**src/rtl/bcd_scan_ctrl.sv**
```systemverilog
// Time-multiplexed scan controller for a bank of common-anode 7-segment digits
// sharing one BCD decoder; display updates are deferred to frame boundaries.
module bcd_scan_ctrl #(
    parameter int NUM_DIGITS = 4,
    parameter int DWELL      = 50000,
    parameter int GAP        = 2,
    localparam int IDX_W     = (NUM_DIGITS > 1) ? $clog2(NUM_DIGITS) : 1
) (
    input  logic                    CLOCK_50,
    input  logic                    RST,
    input  logic                    ENABLE,
    input  logic                    LZ_BLANK,
    input  logic                    WR_VALID,
    input  logic [4*NUM_DIGITS-1:0] WR_DATA,
    output logic                    WR_READY,
    output logic [3:0]              BCD_OUT,
    output logic [NUM_DIGITS-1:0]   DIG_EN_N,
    output logic [IDX_W-1:0]        DIGIT_IDX,
    output logic                    FRAME_DONE
);

    localparam int CNT_MAX = (DWELL > GAP) ? DWELL : GAP;
    localparam int CNT_W   = $clog2(CNT_MAX + 1);

    localparam logic [1:0] S_IDLE = 2'd0;
    localparam logic [1:0] S_SHOW = 2'd1;
    localparam logic [1:0] S_GAP  = 2'd2;

    localparam logic [IDX_W-1:0] LAST_IDX  = IDX_W'(NUM_DIGITS - 1);
    localparam logic [CNT_W-1:0] DWELL_END = CNT_W'(DWELL - 1);
    localparam logic [CNT_W-1:0] GAP_END   = CNT_W'((GAP > 0) ? GAP - 1 : 0);

    logic [1:0]            state_reg, state_next;
    logic [IDX_W-1:0]      idx_reg, idx_next, disp_idx;
    logic [CNT_W-1:0]      cnt_reg, cnt_next;
    logic [3:0]            active_reg [NUM_DIGITS];
    logic [3:0]            active_next [NUM_DIGITS];
    logic [3:0]            shadow_reg [NUM_DIGITS];
    logic [3:0]            shadow_next [NUM_DIGITS];
    logic [3:0]            wr_words [NUM_DIGITS];
    logic                  pending_reg, pending_next;
    logic                  wr_ready_reg, wr_ready_next;
    logic                  frame_done_reg, frame_done_next;
    logic [3:0]            bcd_reg, bcd_next;
    logic [NUM_DIGITS-1:0] en_reg, en_next;
    logic [NUM_DIGITS-1:0] suppress;
    logic                  wr_fire, seg_end, apply, zeros_above;

    function automatic logic [IDX_W-1:0] wrap_inc(input logic [IDX_W-1:0] i);
        return (i == LAST_IDX) ? '0 : i + IDX_W'(1);
    endfunction

    for (genvar gi = 0; gi < NUM_DIGITS; gi++) begin : g_unpack
        assign wr_words[gi] = WR_DATA[4*gi +: 4];
    end

    assign wr_fire = WR_VALID && wr_ready_reg;

    always_comb begin
        state_next      = state_reg;
        idx_next        = idx_reg;
        cnt_next        = cnt_reg;
        active_next     = active_reg;
        shadow_next     = shadow_reg;
        pending_next    = pending_reg;
        frame_done_next = 1'b0;
        apply           = 1'b0;
        seg_end         = (state_reg == S_GAP) ? (cnt_reg == GAP_END) : (cnt_reg == DWELL_END);

        if (state_reg == S_IDLE) begin
            idx_next = '0;
            cnt_next = '0;
            if (wr_fire)
                active_next = wr_words;
            if (ENABLE)
                state_next = S_SHOW;
        end else if (!ENABLE) begin
            state_next = S_IDLE;
            idx_next   = '0;
            cnt_next   = '0;
            if (pending_reg) begin
                active_next  = shadow_reg;
                pending_next = 1'b0;
                apply        = 1'b1;
            end
            // Leaving the scan means no frame can tear, so a same-cycle write lands directly.
            if (wr_fire)
                active_next = wr_words;
        end else begin
            if (!seg_end) begin
                cnt_next = cnt_reg + CNT_W'(1);
            end else begin
                cnt_next = '0;
                if (state_reg == S_SHOW && GAP > 0) begin
                    state_next = S_GAP;
                end else begin
                    state_next = S_SHOW;
                    idx_next   = wrap_inc(idx_reg);
                    if (idx_reg == LAST_IDX) begin
                        frame_done_next = 1'b1;
                        if (pending_reg) begin
                            active_next  = shadow_reg;
                            pending_next = 1'b0;
                            apply        = 1'b1;
                        end
                    end
                end
            end
            // Boundary is resolved above, so a write here always waits for the next frame.
            if (wr_fire) begin
                shadow_next  = wr_words;
                pending_next = 1'b1;
            end
        end

        wr_ready_next = !pending_next && !apply;
    end

    always_comb begin
        zeros_above = 1'b1;
        suppress    = '0;
        for (int i = NUM_DIGITS - 1; i >= 0; i--) begin
            zeros_above = zeros_above && (active_next[i] == 4'd0);
            suppress[i] = (active_next[i] > 4'd9) || (LZ_BLANK && (i != 0) && zeros_above);
        end
    end

    // During GAP the decoder is precharged with the digit about to be lit.
    always_comb begin
        disp_idx = (state_next == S_GAP) ? wrap_inc(idx_next) : idx_next;
        bcd_next = (state_next == S_IDLE) ? 4'd0 : active_next[disp_idx];
        en_next  = '1;
        if (state_next == S_SHOW && !suppress[idx_next])
            en_next[idx_next] = 1'b0;
    end

    always_ff @(posedge CLOCK_50 or posedge RST) begin
        if (RST) begin
            state_reg      <= S_IDLE;
            idx_reg        <= '0;
            cnt_reg        <= '0;
            pending_reg    <= 1'b0;
            wr_ready_reg   <= 1'b1;
            frame_done_reg <= 1'b0;
            bcd_reg        <= 4'd0;
            en_reg         <= '1;
            for (int i = 0; i < NUM_DIGITS; i++) begin
                active_reg[i] <= 4'd0;
                shadow_reg[i] <= 4'd0;
            end
        end else begin
            state_reg      <= state_next;
            idx_reg        <= idx_next;
            cnt_reg        <= cnt_next;
            pending_reg    <= pending_next;
            wr_ready_reg   <= wr_ready_next;
            frame_done_reg <= frame_done_next;
            bcd_reg        <= bcd_next;
            en_reg         <= en_next;
            active_reg     <= active_next;
            shadow_reg     <= shadow_next;
        end
    end

    assign WR_READY   = wr_ready_reg;
    assign BCD_OUT    = bcd_reg;
    assign DIG_EN_N   = en_reg;
    assign DIGIT_IDX  = idx_reg;
    assign FRAME_DONE = frame_done_reg;

endmodule

```
**config.mk**
```make
export PLATFORM = sky130hd
export DESIGN_NAME = bcd_scan_ctrl
export DESIGN_NICKNAME = d
export VERILOG_FILES = /design/src/rtl/bcd_scan_ctrl.sv
export SDC_FILE = /design/constraint.sdc
export NUM_CORES = 1
export LEC_CHECK = 0
export CAP_MARGIN = 15
export CORE_ASPECT_RATIO = 0.8
export CORE_UTILIZATION = 30
export CTS_CLUSTER_DIAMETER = 50
export DETAILED_ROUTE_END_ITERATION = 8
export GPL_ROUTABILITY_DRIVEN = 0
export MAX_ROUTING_LAYER = met4
export PLACE_DENSITY = 0.45
export REMOVE_ABC_BUFFERS = 1
export SLEW_MARGIN = 15
export SYNTH_ARGS = -nofsm -noshare
export SYNTH_HDL_FRONTEND = slang
export SYNTH_SLANG_ARGS = --single-unit
```
**constraint.sdc**
```tcl
create_clock -name CLOCK_50 -period 3.8 [get_ports CLOCK_50]
set_input_delay 0.76 -clock CLOCK_50 [delete_from_list [all_inputs] [get_ports CLOCK_50]]
set_output_delay 0.76 -clock CLOCK_50 [all_outputs]
set_load 0.02 [all_outputs]
```
==> run_results.csv, run 1 <==
group,metric,value,unit
cts,htree_levels,3,
global_route,first_global_vias,3006,
synthesis,syn_avg_cell_area,9.50,um^2
worst_setup_path,max_stage_delay,0.63,ns
global_route,track_usage,17.9,%
routing,drtIter0Drc,172,
timing,setup_ws,0.357,ns
worst_setup_path,cp.required,4.02,ns
die,core,0.0122,mm^2
synthesis,yosysSeqAreaShare,42.3,%
cts,insertion_delay,0.34,ns
routing,vias,3061,
timing,fin_skew,0.00669,ns
worst_setup_path,r2r_end,"DIG_EN_N[2]",
die,die_y,102,um
cts,clkSinkCount,63,
timing,min_period,3.44,ns
cells_and_area,layout.nets,451,
place,post-dp-hpwl,6.98,mm
timing,rsz0062_at_grt,"false",
routing,antenna_left,0,
worst_setup_path,crit_buf_inv,1,
timing,relSlewSlack,40.8,%
global_route,grt_overflow,0,
routing,drt-total-wl,10.2,mm
worst_setup_path,startpoint_type,"flip-flop",
synthesis,netlist_area,0.00374,mm^2
cells_and_area,final_common_cell,"dfrtp_1",
synthesis,synth_flop_cell,"dfrtp_1",
synthesis,synth-seq-cells,63,
die,die_area,0.0129,mm^2
worst_setup_path,r2r_start,"state_reg[0]",
min_path,hold_class,"reg2reg",
worst_setup_path,rrSetupSlack,0.36,ns
timing,max_freq,290,MHz
routing,drcViolationCount,0,
worst_setup_path,path_cells,"inv_1, a2111oi_4, o2111a_2, mux2i_1, o21ai_0, or2_1, a311oi_2, nand4_1",
synthesis,netlist_instances,394,
synthesis,synth_edf_count,0,
place,io_buffers,32,
worst_setup_path,crit_path_end_kind,"flip-flop",
cts,clk_path_buf_depth,2,
global_route,antenna_found_initial,0,
synthesis,async_reset_ff_share,100,%
synthesis,ys_warn_count,0,
worst_setup_path,worstSetupStartpoint,"state_reg[0]",
cells_and_area,final_layout_size_suffix_gt1_share,15.4,%
routing,vias_per_cell,5.27,
timing,slew_viol_final,0,
global_route,grt_max_degree,64,
timing,finalSetupViolations,0,
cts,clkTransAtPathRegs,0.05,ns
cts,cts_tree,"yes",
timing,finalHoldViolCount,0,
cells_and_area,layout_common_cells,"dfrtp_1 (58), nand2_1 (52), nor2_1 (39), clkdlybuf4s50_1 (32)",
worst_setup_path,path_max_fanout,12,
timing,worst_slew_pin_slew,0.887,ns
worst_setup_path,rr_worst_depth,8,
status,status,"complete, no violations",
routing,wl_per_cell,17.6,um
cts,cts_resized,0,
timing,tns,0,ns
worst_setup_path,crit_end,"DIG_EN_N[2]",
synthesis,ys_types,59,
worst_setup_path,crit_cells,8,
die,fp.dieW,127,um
pwr,p_leak,1.90,nW
cells_and_area,fillers,1230,
cts,cts_setup_buffers,0,
cells_and_area,antenna_cells,0,
global_route,grt_pass1_wl,16.7,mm
die,fp-row-count,36,
pwr,ir_worst_vdd,0.000218,V
die,num_io_pins,33,
pwr,powerDensity,490,mW/mm^2
job,max-cap-violations,0,
worst_setup_path,crit_arrival,3.67,ns
worst_setup_path,slowest_stage,"a2111oi_4",
timing,fin_crit_sh,90.6,%
cts,cts-root-buf,"clkbuf_16",
routing,first_pass_iters,5,
place,place_ws,0.361,ns
worst_setup_path,path_class,"reg2reg",
worst_setup_path,crit_family,"compound AO/OA/AOI/OAI gates",
cts,hold_buffers,0,
cts,numCtsBuffers,9,
die,initial_utilization,30.8,%
cells_and_area,syn_to_final_growth,20.4,%
## stage by stage
| stage | hold slack, ns | cell area [um^2] | util (%) | power (W) | std cells |
|---|---|---|---|---|---|
| floorplan | 0.468 | 3640 | - | 0.00124 | 371 |
| global placement | 0.520 | 4220 | 34.7 | 0.00142 | 565 |
| detailed placement | 0.522 | 4220 | 34.7 | 0.00143 | 565 |
| CTS | 0.534 | 4510 | 37.0 | 0.00224 | 581 |
| global route | 0.552 | 4510 | 37.0 | 0.00234 | 581 |
| finish | 0.520 | 4510 | 37.0 | 0.00221 | 581 |
## power by group
part | switching [W] | total (W) | internal, W
logic | 0.000285 | 0.000524 | 0.000238
registers | 0.0000985 | 0.000899 | 0.000801
clock network | 0.000289 | 0.000785 | 0.000496
total | 0.000673 | 0.00221 | 0.00154
## layout make-up
class	instances	area, um^2	area share (%)
multi-input combinational	297	2010	44.7
inverter	11	41.3	0.916
sequential	63	1580	35.1
tap	152	190	4.22
clock buffer	16	282	6.25
timing repair buffer	42	395	8.78
## Yosys cell counts, types with 4 or more instances
cell type / instances / area, um^2
dfrtp_1: 58 / 1450
nand2_1: 52 / 195
nor2_1: 39 / 146
mux2_2: 22 / 248
mux2i_1: 22 / 220
a31oi_1: 14 / 87.6
o21ai_0: 14 / 70.1
clkbuf_1: 13 / 48.8
a21oi_1: 11 / 55.1
inv_1: 10 / 37.5
nand3_1: 10 / 50.1
nand4_1: 9 / 56.3
and2_1: 8 / 50.1
buf_2: 8 / 40.0
ha_1: 6 / 75.1
nor4_1: 6 / 37.5
xnor2_1: 6 / 52.6
a221oi_1: 5 / 43.8
and3_1: 5 / 31.3
dfstp_2: 5 / 131
o21a_1: 5 / 37.5
o22ai_1: 5 / 31.3
nand2b_1: 4 / 25.0
nor3_1: 4 / 20.0
o211ai_1: 4 / 30.0
o21ai_1: 4 / 20.0
or3_1: 4 / 25.0
xor2_1: 4 / 35.0
## how the worst min path moves through the flow
stage	end	cells after the start	slack, ns	from
6_report	cnt_reg[0]	1	0.52	cnt_reg[0]
5_1_grt	shadow_reg[0]	1	0.55	shadow_reg[0]
4_1_cts	cnt_reg[0]	1	0.53	cnt_reg[0]
3_5_place_dp	cnt_reg[0]	1	0.52	cnt_reg[0]
3_3_place_gp	shadow_reg[5]	1	0.52	shadow_reg[5]
2_1_floorplan	cnt_reg[0]	1	0.47	cnt_reg[0]
## per-layer routing
metal	wire length (um)	GRT usage, %	part of all wire (%)
met5	0	-	0
met4	108	5.49	1.1
met3	352	4.97	3.5
met2	4320	25.3	42
met1	5420	24.6	53
## kinds of logic (layout without fill, tap and decap cells)
group,after synthesis,in the layout,share of synthesized area (%)
xor gates and xnor gates,10,10,2.34
muxes,44,44,12.5
and+or+nand+nor,148,148,18.8
AOI/OAI and AO/OA,89,89,18.1
DFF,63,63,42.3
adders and majority gates,6,6,2.01
buffers and inverters,34,69,3.91
Power figures use the tool's default switching activity.
==> run 2: changes to the inputs <==
--- a/config.mk
+++ b/config.mk
@@ -9,12 +9,13 @@
 export CORE_ASPECT_RATIO = 0.8
 export CORE_UTILIZATION = 30
 export CTS_CLUSTER_DIAMETER = 50
+export CTS_CLUSTER_SIZE = 8
 export DETAILED_ROUTE_END_ITERATION = 8
 export GPL_ROUTABILITY_DRIVEN = 0
 export MAX_ROUTING_LAYER = met4
 export PLACE_DENSITY = 0.45
 export REMOVE_ABC_BUFFERS = 1
-export SLEW_MARGIN = 15
+export SLEW_MARGIN = 5
 export SYNTH_ARGS = -nofsm -noshare
 export SYNTH_HDL_FRONTEND = slang
 export SYNTH_SLANG_ARGS = --single-unit
==> results of run 2 <==
No change in the layout: final DEF, timing and power equal those of run 1.
